===== src/rtl/warblade_pkg.sv =====
// Shared constants for the player 2 UART keyboard path: default key codes and
// the read-FSM state encoding.
package warblade_pkg;

   localparam logic [7:0] KEY_LEFT_DEF  = 8'h61;
   localparam logic [7:0] KEY_RIGHT_DEF = 8'h64;
   localparam logic [7:0] KEY_SHOOT_DEF = 8'h77;
   localparam logic [7:0] KEY_STOP_DEF  = 8'h73;

   typedef enum logic [1:0] {
      S_IDLE   = 2'd0,
      S_POP    = 2'd1,
      S_SETTLE = 2'd2
   } state_t;

endpackage


===== src/rtl/uart_key_hold_decoder_hold_timer.sv =====
// Reloadable down-counter; active is high exactly while the count is nonzero,
// registered so it falls on the same edge the count steps 1->0.
module hold_timer #(
   parameter int MAX = 1
) (
   input  logic pclk,
   input  logic rst,
   input  logic load,
   input  logic clear,
   output logic active
);

   localparam int W = $clog2(MAX + 1);

   logic [W-1:0] r_cnt;
   logic         r_active;

   // Load wins over clear and over the decrement; a zero count stays at zero.
   always_ff @(posedge pclk) begin
      if (rst) begin
         r_cnt    <= '0;
         r_active <= 1'b0;
      end else if (load) begin
         r_cnt    <= W'(MAX);
         r_active <= 1'b1;
      end else if (clear) begin
         r_cnt    <= '0;
         r_active <= 1'b0;
      end else if (r_cnt != '0) begin
         r_cnt    <= r_cnt - W'(1);
         r_active <= (r_cnt > W'(1));
      end else begin
         r_active <= 1'b0;
      end
   end

   assign active = r_active;

endmodule


===== src/rtl/uart_key_hold_decoder.sv =====
// Player 2 keyboard decoder: pops bytes from the UART RX FIFO and turns them into
// held left/right levels and a rate-limited shoot pulse for draw_ship.
module uart_key_hold_decoder
   import warblade_pkg::*;
#(
   parameter int         HOLD_CYCLES     = 4_333_333,
   parameter int         COOLDOWN_CYCLES = 19_500_000,
   parameter logic [7:0] KEY_LEFT        = KEY_LEFT_DEF,
   parameter logic [7:0] KEY_RIGHT       = KEY_RIGHT_DEF,
   parameter logic [7:0] KEY_SHOOT       = KEY_SHOOT_DEF,
   parameter logic [7:0] KEY_STOP        = KEY_STOP_DEF
) (
   input  logic       pclk,
   input  logic       rst,
   input  logic       rx_empty,
   input  logic [7:0] r_data,
   output logic       rd_uart,
   output logic       left,
   output logic       right,
   output logic       shoot,
   output logic [7:0] last_key
);

   state_t     r_state;
   state_t     w_next_state;
   logic [7:0] r_byte_q;
   logic [7:0] r_last_key;
   logic       r_shoot;

   logic w_pop;
   logic w_load_left;
   logic w_load_right;
   logic w_clear_left;
   logic w_clear_right;
   logic w_fire;
   logic w_left_active;
   logic w_right_active;
   logic w_cd_active;

   always_ff @(posedge pclk) begin
      if (rst) begin
         r_state <= S_IDLE;
      end else begin
         r_state <= w_next_state;
      end
   end

   // The settle cycle gives the FIFO one clock to present its next head byte.
   always_comb begin
      w_next_state  = r_state;
      w_pop         = 1'b0;
      w_load_left   = 1'b0;
      w_load_right  = 1'b0;
      w_clear_left  = 1'b0;
      w_clear_right = 1'b0;
      w_fire        = 1'b0;
      case (r_state)
         S_IDLE: begin
            if (!rx_empty) begin
               w_next_state = S_POP;
            end
         end
         S_POP: begin
            w_pop        = 1'b1;
            w_next_state = S_SETTLE;
            case (r_byte_q)
               KEY_LEFT: begin
                  w_load_left   = 1'b1;
                  w_clear_right = 1'b1;
               end
               KEY_RIGHT: begin
                  w_load_right  = 1'b1;
                  w_clear_left  = 1'b1;
               end
               KEY_STOP: begin
                  w_clear_left  = 1'b1;
                  w_clear_right = 1'b1;
               end
               KEY_SHOOT: begin
                  w_fire = !w_cd_active;
               end
               default: ;
            endcase
         end
         S_SETTLE: begin
            w_next_state = S_IDLE;
         end
         default: begin
            w_next_state = S_IDLE;
         end
      endcase
   end

   always_ff @(posedge pclk) begin
      if (r_state == S_IDLE && !rx_empty) begin
         r_byte_q <= r_data;
      end
   end

   always_ff @(posedge pclk) begin
      if (rst) begin
         r_shoot    <= 1'b0;
         r_last_key <= 8'h00;
      end else begin
         r_shoot <= w_fire;
         if (w_pop) begin
            r_last_key <= r_byte_q;
         end
      end
   end

   hold_timer #(.MAX(HOLD_CYCLES)) u_left_tmr (
      .pclk   (pclk),
      .rst    (rst),
      .load   (w_load_left),
      .clear  (w_clear_left),
      .active (w_left_active)
   );

   hold_timer #(.MAX(HOLD_CYCLES)) u_right_tmr (
      .pclk   (pclk),
      .rst    (rst),
      .load   (w_load_right),
      .clear  (w_clear_right),
      .active (w_right_active)
   );

   hold_timer #(.MAX(COOLDOWN_CYCLES)) u_cd_tmr (
      .pclk   (pclk),
      .rst    (rst),
      .load   (w_fire),
      .clear  (1'b0),
      .active (w_cd_active)
   );

   assign rd_uart  = (r_state == S_POP);
   assign left     = w_left_active;
   assign right    = w_right_active;
   assign shoot    = r_shoot;
   assign last_key = r_last_key;

endmodule

===== config.mk =====
export PLATFORM = sky130hd
export DESIGN_NAME = uart_key_hold_decoder
export DESIGN_NICKNAME = d
export VERILOG_FILES = /design/src/rtl/warblade_pkg.sv /design/src/rtl/uart_key_hold_decoder_hold_timer.sv /design/src/rtl/uart_key_hold_decoder.sv
export SDC_FILE = /design/constraint.sdc
export NUM_CORES = 1
export LEC_CHECK = 0
export CAP_MARGIN = 20
export CORE_MARGIN = 3
export CORE_UTILIZATION = 56
export CTS_CLUSTER_SIZE = 28
export DETAILED_ROUTE_END_ITERATION = 10
export PLACE_DENSITY = 0.75
export SLEW_MARGIN = 30
export SYNTH_ARGS = -nofsm -noshare
export SYNTH_HDL_FRONTEND = slang
export SYNTH_HIERARCHICAL = 1
export SYNTH_SLANG_ARGS = --single-unit

===== constraint.sdc =====
create_clock -name pclk -period 2.8 [get_ports pclk]
set_input_delay 0.7 -clock pclk [delete_from_list [all_inputs] [get_ports pclk]]
set_output_delay 0.7 -clock pclk [all_outputs]
set_load 0.05 [all_outputs]

==> impl_results.html <==
<table>
<tr><th>Metric</th><th>Value</th></tr>
<tr><th colspan="2">Status</th></tr>
<tr><td>Result of the run</td><td>finished, final reports clean</td></tr>
<tr><th colspan="2">STA</th></tr>
<tr><td>Final Hold Fails</td><td>0</td></tr>
<tr><td>Final critical path time including I/O delays and setup</td><td>2470 ps</td></tr>
<tr><td>Count of final max-slew check failures</td><td>0</td></tr>
<tr><td>RSZ-0062 raised after global routing</td><td>no</td></tr>
<tr><td>Fin crit share</td><td>0.883</td></tr>
<tr><td>Setup Viol. Count Final</td><td>0</td></tr>
<tr><td>Worst relative slew slack</td><td>0.453</td></tr>
<tr><td>Fmax</td><td>404 MHz</td></tr>
<tr><td>Final sum of negative setup slack</td><td>0 ps</td></tr>
<tr><td>Final setup margin</td><td>328 ps</td></tr>
<tr><td>Slew at the pin closest to its max-slew limit</td><td>814 ps</td></tr>
<tr><td>Fin Clk Skew</td><td>9.61 ps</td></tr>
<tr><th colspan="2">Worst setup path</th></tr>
<tr><td>Worst Path Max Fanout</td><td>14</td></tr>
<tr><td>Data required time at the worst endpoint</td><td>3070 ps</td></tr>
<tr><td>Critical Path End Type</td><td>flip-flop</td></tr>
<tr><td>Critical path arrival</td><td>2740 ps</td></tr>
<tr><td>CP startpoint kind</td><td>flip-flop</td></tr>
<tr><td>Type of the worst setup path</td><td>flip-flop to flip-flop</td></tr>
<tr><th colspan="2">Clocking</th></tr>
<tr><td>Clk pin slew, worst setup/hold paths</td><td>100 ps</td></tr>
<tr><td>Total CTS buffers</td><td>9</td></tr>
<tr><td>Clock Sinks</td><td>93</td></tr>
<tr><td>Clk root buf</td><td>clkbuf_8</td></tr>
<tr><td>Clock tree buffer depth</td><td>2</td></tr>
<tr><td>Deepest level of the CTS H-tree</td><td>3</td></tr>
<tr><td>Number of post-CTS setup repair buffers</td><td>0</td></tr>
<tr><td>Worst-skew pair later-pin latency</td><td>360 ps</td></tr>
<tr><td>Hold buffer count at cts</td><td>0</td></tr>
<tr><td>CTS tree</td><td>built</td></tr>
<tr><th colspan="2">Floorplan</th></tr>
<tr><td>Area of the core region</td><td>0.00749 mm2</td></tr>
<tr><td>DIE WIDTH</td><td>95.1 um</td></tr>
<tr><td>Rows</td><td>31</td></tr>
<tr><td>DIE AREA</td><td>0.00905 mm2</td></tr>
<tr><td>I/O Pins</td><td>23</td></tr>
<tr><td>Chip Height</td><td>95.1 um</td></tr>
<tr><td>Starting utilization of the core area</td><td>0.595</td></tr>
<tr><th colspan="2">Yosys</th></tr>
<tr><td>Cell variety after synth</td><td>54</td></tr>
<tr><td>Synth area leader</td><td>dfxtp_1</td></tr>
<tr><td>Post-synth ARST share</td><td>0</td></tr>
<tr><td>Most instantiated cells after synthesis</td><td>dfxtp_1, nor2_1, a21oi_1</td></tr>
<tr><td>Summed instance area of the synthesized netlist</td><td>0.00445 mm2</td></tr>
<tr><td>Sequential cell area fraction in the yosys report</td><td>0.436</td></tr>
<tr><td>Library cell with the highest instance count after synthesis</td><td>dfxtp_1</td></tr>
<tr><td>Share of the synthesized area in the top cell type</td><td>0.382</td></tr>
<tr><td>Syn_area_per_cell</td><td>9.23 um2</td></tr>
<tr><td>Number of flops mapped to enable cells by yosys</td><td>8</td></tr>
<tr><td>Seq cells post-synth</td><td>93</td></tr>
<tr><td>Main area contributors after synthesis</td><td>dfxtp_1, edfxtp_1, a21oi_1</td></tr>
<tr><td>Number of standard cells after synthesis</td><td>482</td></tr>
<tr><td>Predominant post-synthesis flop cell</td><td>dfxtp_1</td></tr>
<tr><td>Synthesis warning total</td><td>6</td></tr>
<tr><th colspan="2">Global route</th></tr>
<tr><td>Overall global routing resource usage</td><td>0.219</td></tr>
<tr><td>Initial antenna violation count</td><td>0</td></tr>
<tr><td>Number of global-route vias before repair</td><td>3,433</td></tr>
<tr><td>Maximum number of pins on one net before global-route repair</td><td>18</td></tr>
<tr><td>Global route overflow</td><td>0</td></tr>
<tr><td>First-pass GRT wire length</td><td>15,800 um</td></tr>
<tr><th colspan="2">Place</th></tr>
<tr><td>Count of buffers from port buffering</td><td>22</td></tr>
<tr><td>Setup WS pre-CTS</td><td>390 ps</td></tr>
<tr><td>Placer congestion estimate</td><td>0.875</td></tr>
<tr><td>Half-perimeter wire length after placement</td><td>6360 um</td></tr>
<tr><th colspan="2">Final layout</th></tr>
<tr><td>Layout filler cell count</td><td>613</td></tr>
<tr><td>Number of diodes</td><td>0</td></tr>
<tr><td>Area added between synthesis and finish</td><td>11.8%</td></tr>
<tr><td>Net count reported at finish</td><td>530</td></tr>
<tr><td>Fraction of final layout cells sized beyond drive strength 1</td><td>0.122</td></tr>
<tr><th colspan="2">Route</th></tr>
<tr><td>DRC violation count after routing</td><td>0</td></tr>
<tr><td>Count of antenna-violating nets left after detailed routing</td><td>0</td></tr>
<tr><td>Vias per std cell</td><td>5.92</td></tr>
<tr><td>Detail-routed net length per standard cell</td><td>14.8 um</td></tr>
<tr><td>Routed wire length</td><td>9110 um</td></tr>
<tr><td>Total vias in the final route</td><td>3,645</td></tr>
<tr><td>Length of the first detailed-routing pass in iterations</td><td>5</td></tr>
<tr><td>Detailed router's first-iteration violation count</td><td>117</td></tr>
<tr><th colspan="2">Power and ir drop</th></tr>
<tr><td>Power, Total</td><td>0.00593 W</td></tr>
<tr><td>Highest ir drop seen on vdd</td><td>0.617 mV</td></tr>
<tr><td>Leak pwr</td><td>1.83 nW</td></tr>
<tr><td>Power density cells</td><td>1190 mW/mm2</td></tr>
<tr><th colspan="2">Flow run</th></tr>
<tr><td>Number of maximum-capacitance violations</td><td>0</td></tr>
<tr><th colspan="2">Worst hold path</th></tr>
<tr><td>Classification of the worst-slack hold path</td><td>flip-flop to flip-flop</td></tr>
</table>
==> metrics by stage <==
step / cell area [um2] / instances / util / hold slack, ps
floorplan: 4450 / 483 / - / 412
global placement: 4790 / 600 / 0.640 / 421
detailed placement: 4790 / 600 / 0.640 / 438
CTS: 4970 / 616 / 0.664 / 454
global route: 4970 / 616 / 0.665 / 471
finish: 4970 / 616 / 0.665 / 453
==> power breakdown <==
| group | internal [W] | leakage, nW | switching, W |
|---|---|---|---|
| registers | 0.00167 | 0.772 | 0.000342 |
| logic | 0.00137 | 0.970 | 0.00171 |
| clock network | 0.000335 | 0.0923 | 0.000504 |
| total | 0.00337 | 1.83 | 0.00255 |
==> area by class of cell <==
class | instances | area, um2 | share of cell area
multi-input combinational | 364 | 2380 | 0.478
sequential | 93 | 1940 | 0.390
timing repair buffer | 35 | 320 | 0.0644
clock buffer | 9 | 124 | 0.0249
tap | 99 | 124 | 0.0249
clock inverter | 7 | 55.1 | 0.0111
inverter | 9 | 33.8 | 0.00679
==> state kept, by name, indices dropped and copies added (netlist names) <==
signal / flops
r_byte_q: 8
r_state: 2
u_left_tmr/active: 1
last_key: 8
u_right_tmr/r_cnt: 23
u_right_tmr/active: 1
shoot: 1
u_cd_tmr/active: 1
u_cd_tmr/r_cnt: 25
u_left_tmr/r_cnt: 23
==> cell families after synthesis <==
logic type | after synthesis | share of synthesized area
and+or+nand+nor | 203 | 0.288
AOI/OAI and AO/OA | 107 | 0.136
DFF | 93 | 0.436
xor gates and xnor gates | 45 | 0.0886
buffers and inverters | 26 | 0.0306
adders and majority gates | 7 | 0.0197
other | 1 | 0.000843
==> repair_timing <==
action,4_1_cts,5_1_grt
gates resized for setup,0,1
hold endpoints to repair,0,0
setup endpoints to repair,0,1
==> worst max-delay path, cell delays in order, from the launching register on <==
cell and delay (ps):
dfxtp_1 360, inv_1 110, ha_1 180, or3b_2 520, nor4_2 270, and3_1 530, xnor2_1 180, o31ai_1 240
==> path summary, 6_finish.rpt <==
check | from | slack, ps | depth (start not counted) | endpoint
hold / removal | r_state[1] | 450 | 1 | r_state[0]
hold reg to reg | r_state[1] | 450 | 1 | r_state[0]
setup / recovery | u_left_tmr/r_cnt[0] | 330 | 7 | u_left_tmr/r_cnt[0]
setup reg to reg | u_left_tmr/r_cnt[0] | 330 | 7 | u_left_tmr/r_cnt[0]
==> cells in the final DEF (no fill, tap or decap), types with 3 or more instances in the layout <==
master / instances
ha_1: 7
edfxtp_1: 8
nor4_2: 4
inv_1: 8
nand4_1: 6
nand2b_1: 7
nor2_1: 45
xor2_1: 24
clkdlybuf4s50_1: 21
o31ai_1: 10
or4_1: 14
or3_2: 4
o21ai_0: 28
nand4b_1: 8
a21oi_1: 42
or3_1: 19
clkbuf_8: 9
o21ai_1: 11
a31oi_1: 4
inv_6: 3
or4_4: 6
nor4_1: 13
nand2_1: 20
xnor2_1: 21
and3_1: 3
nand3_1: 10
dfxtp_1: 85
buf_4: 13
a211oi_1: 5
or3b_2: 3
nor3_1: 18
==> routing by layer <==
metal | vias up | routed length [um] | track usage
met4 | 0 | 180 | 0.101
li1 | 1837 | - | -
met5 | - | 0 | 0
met1 | 1725 | 4390 | 0.305
met3 | 14 | 356 | 0.0316
met2 | 69 | 4180 | 0.336
(Power assumes the default switching activity.)
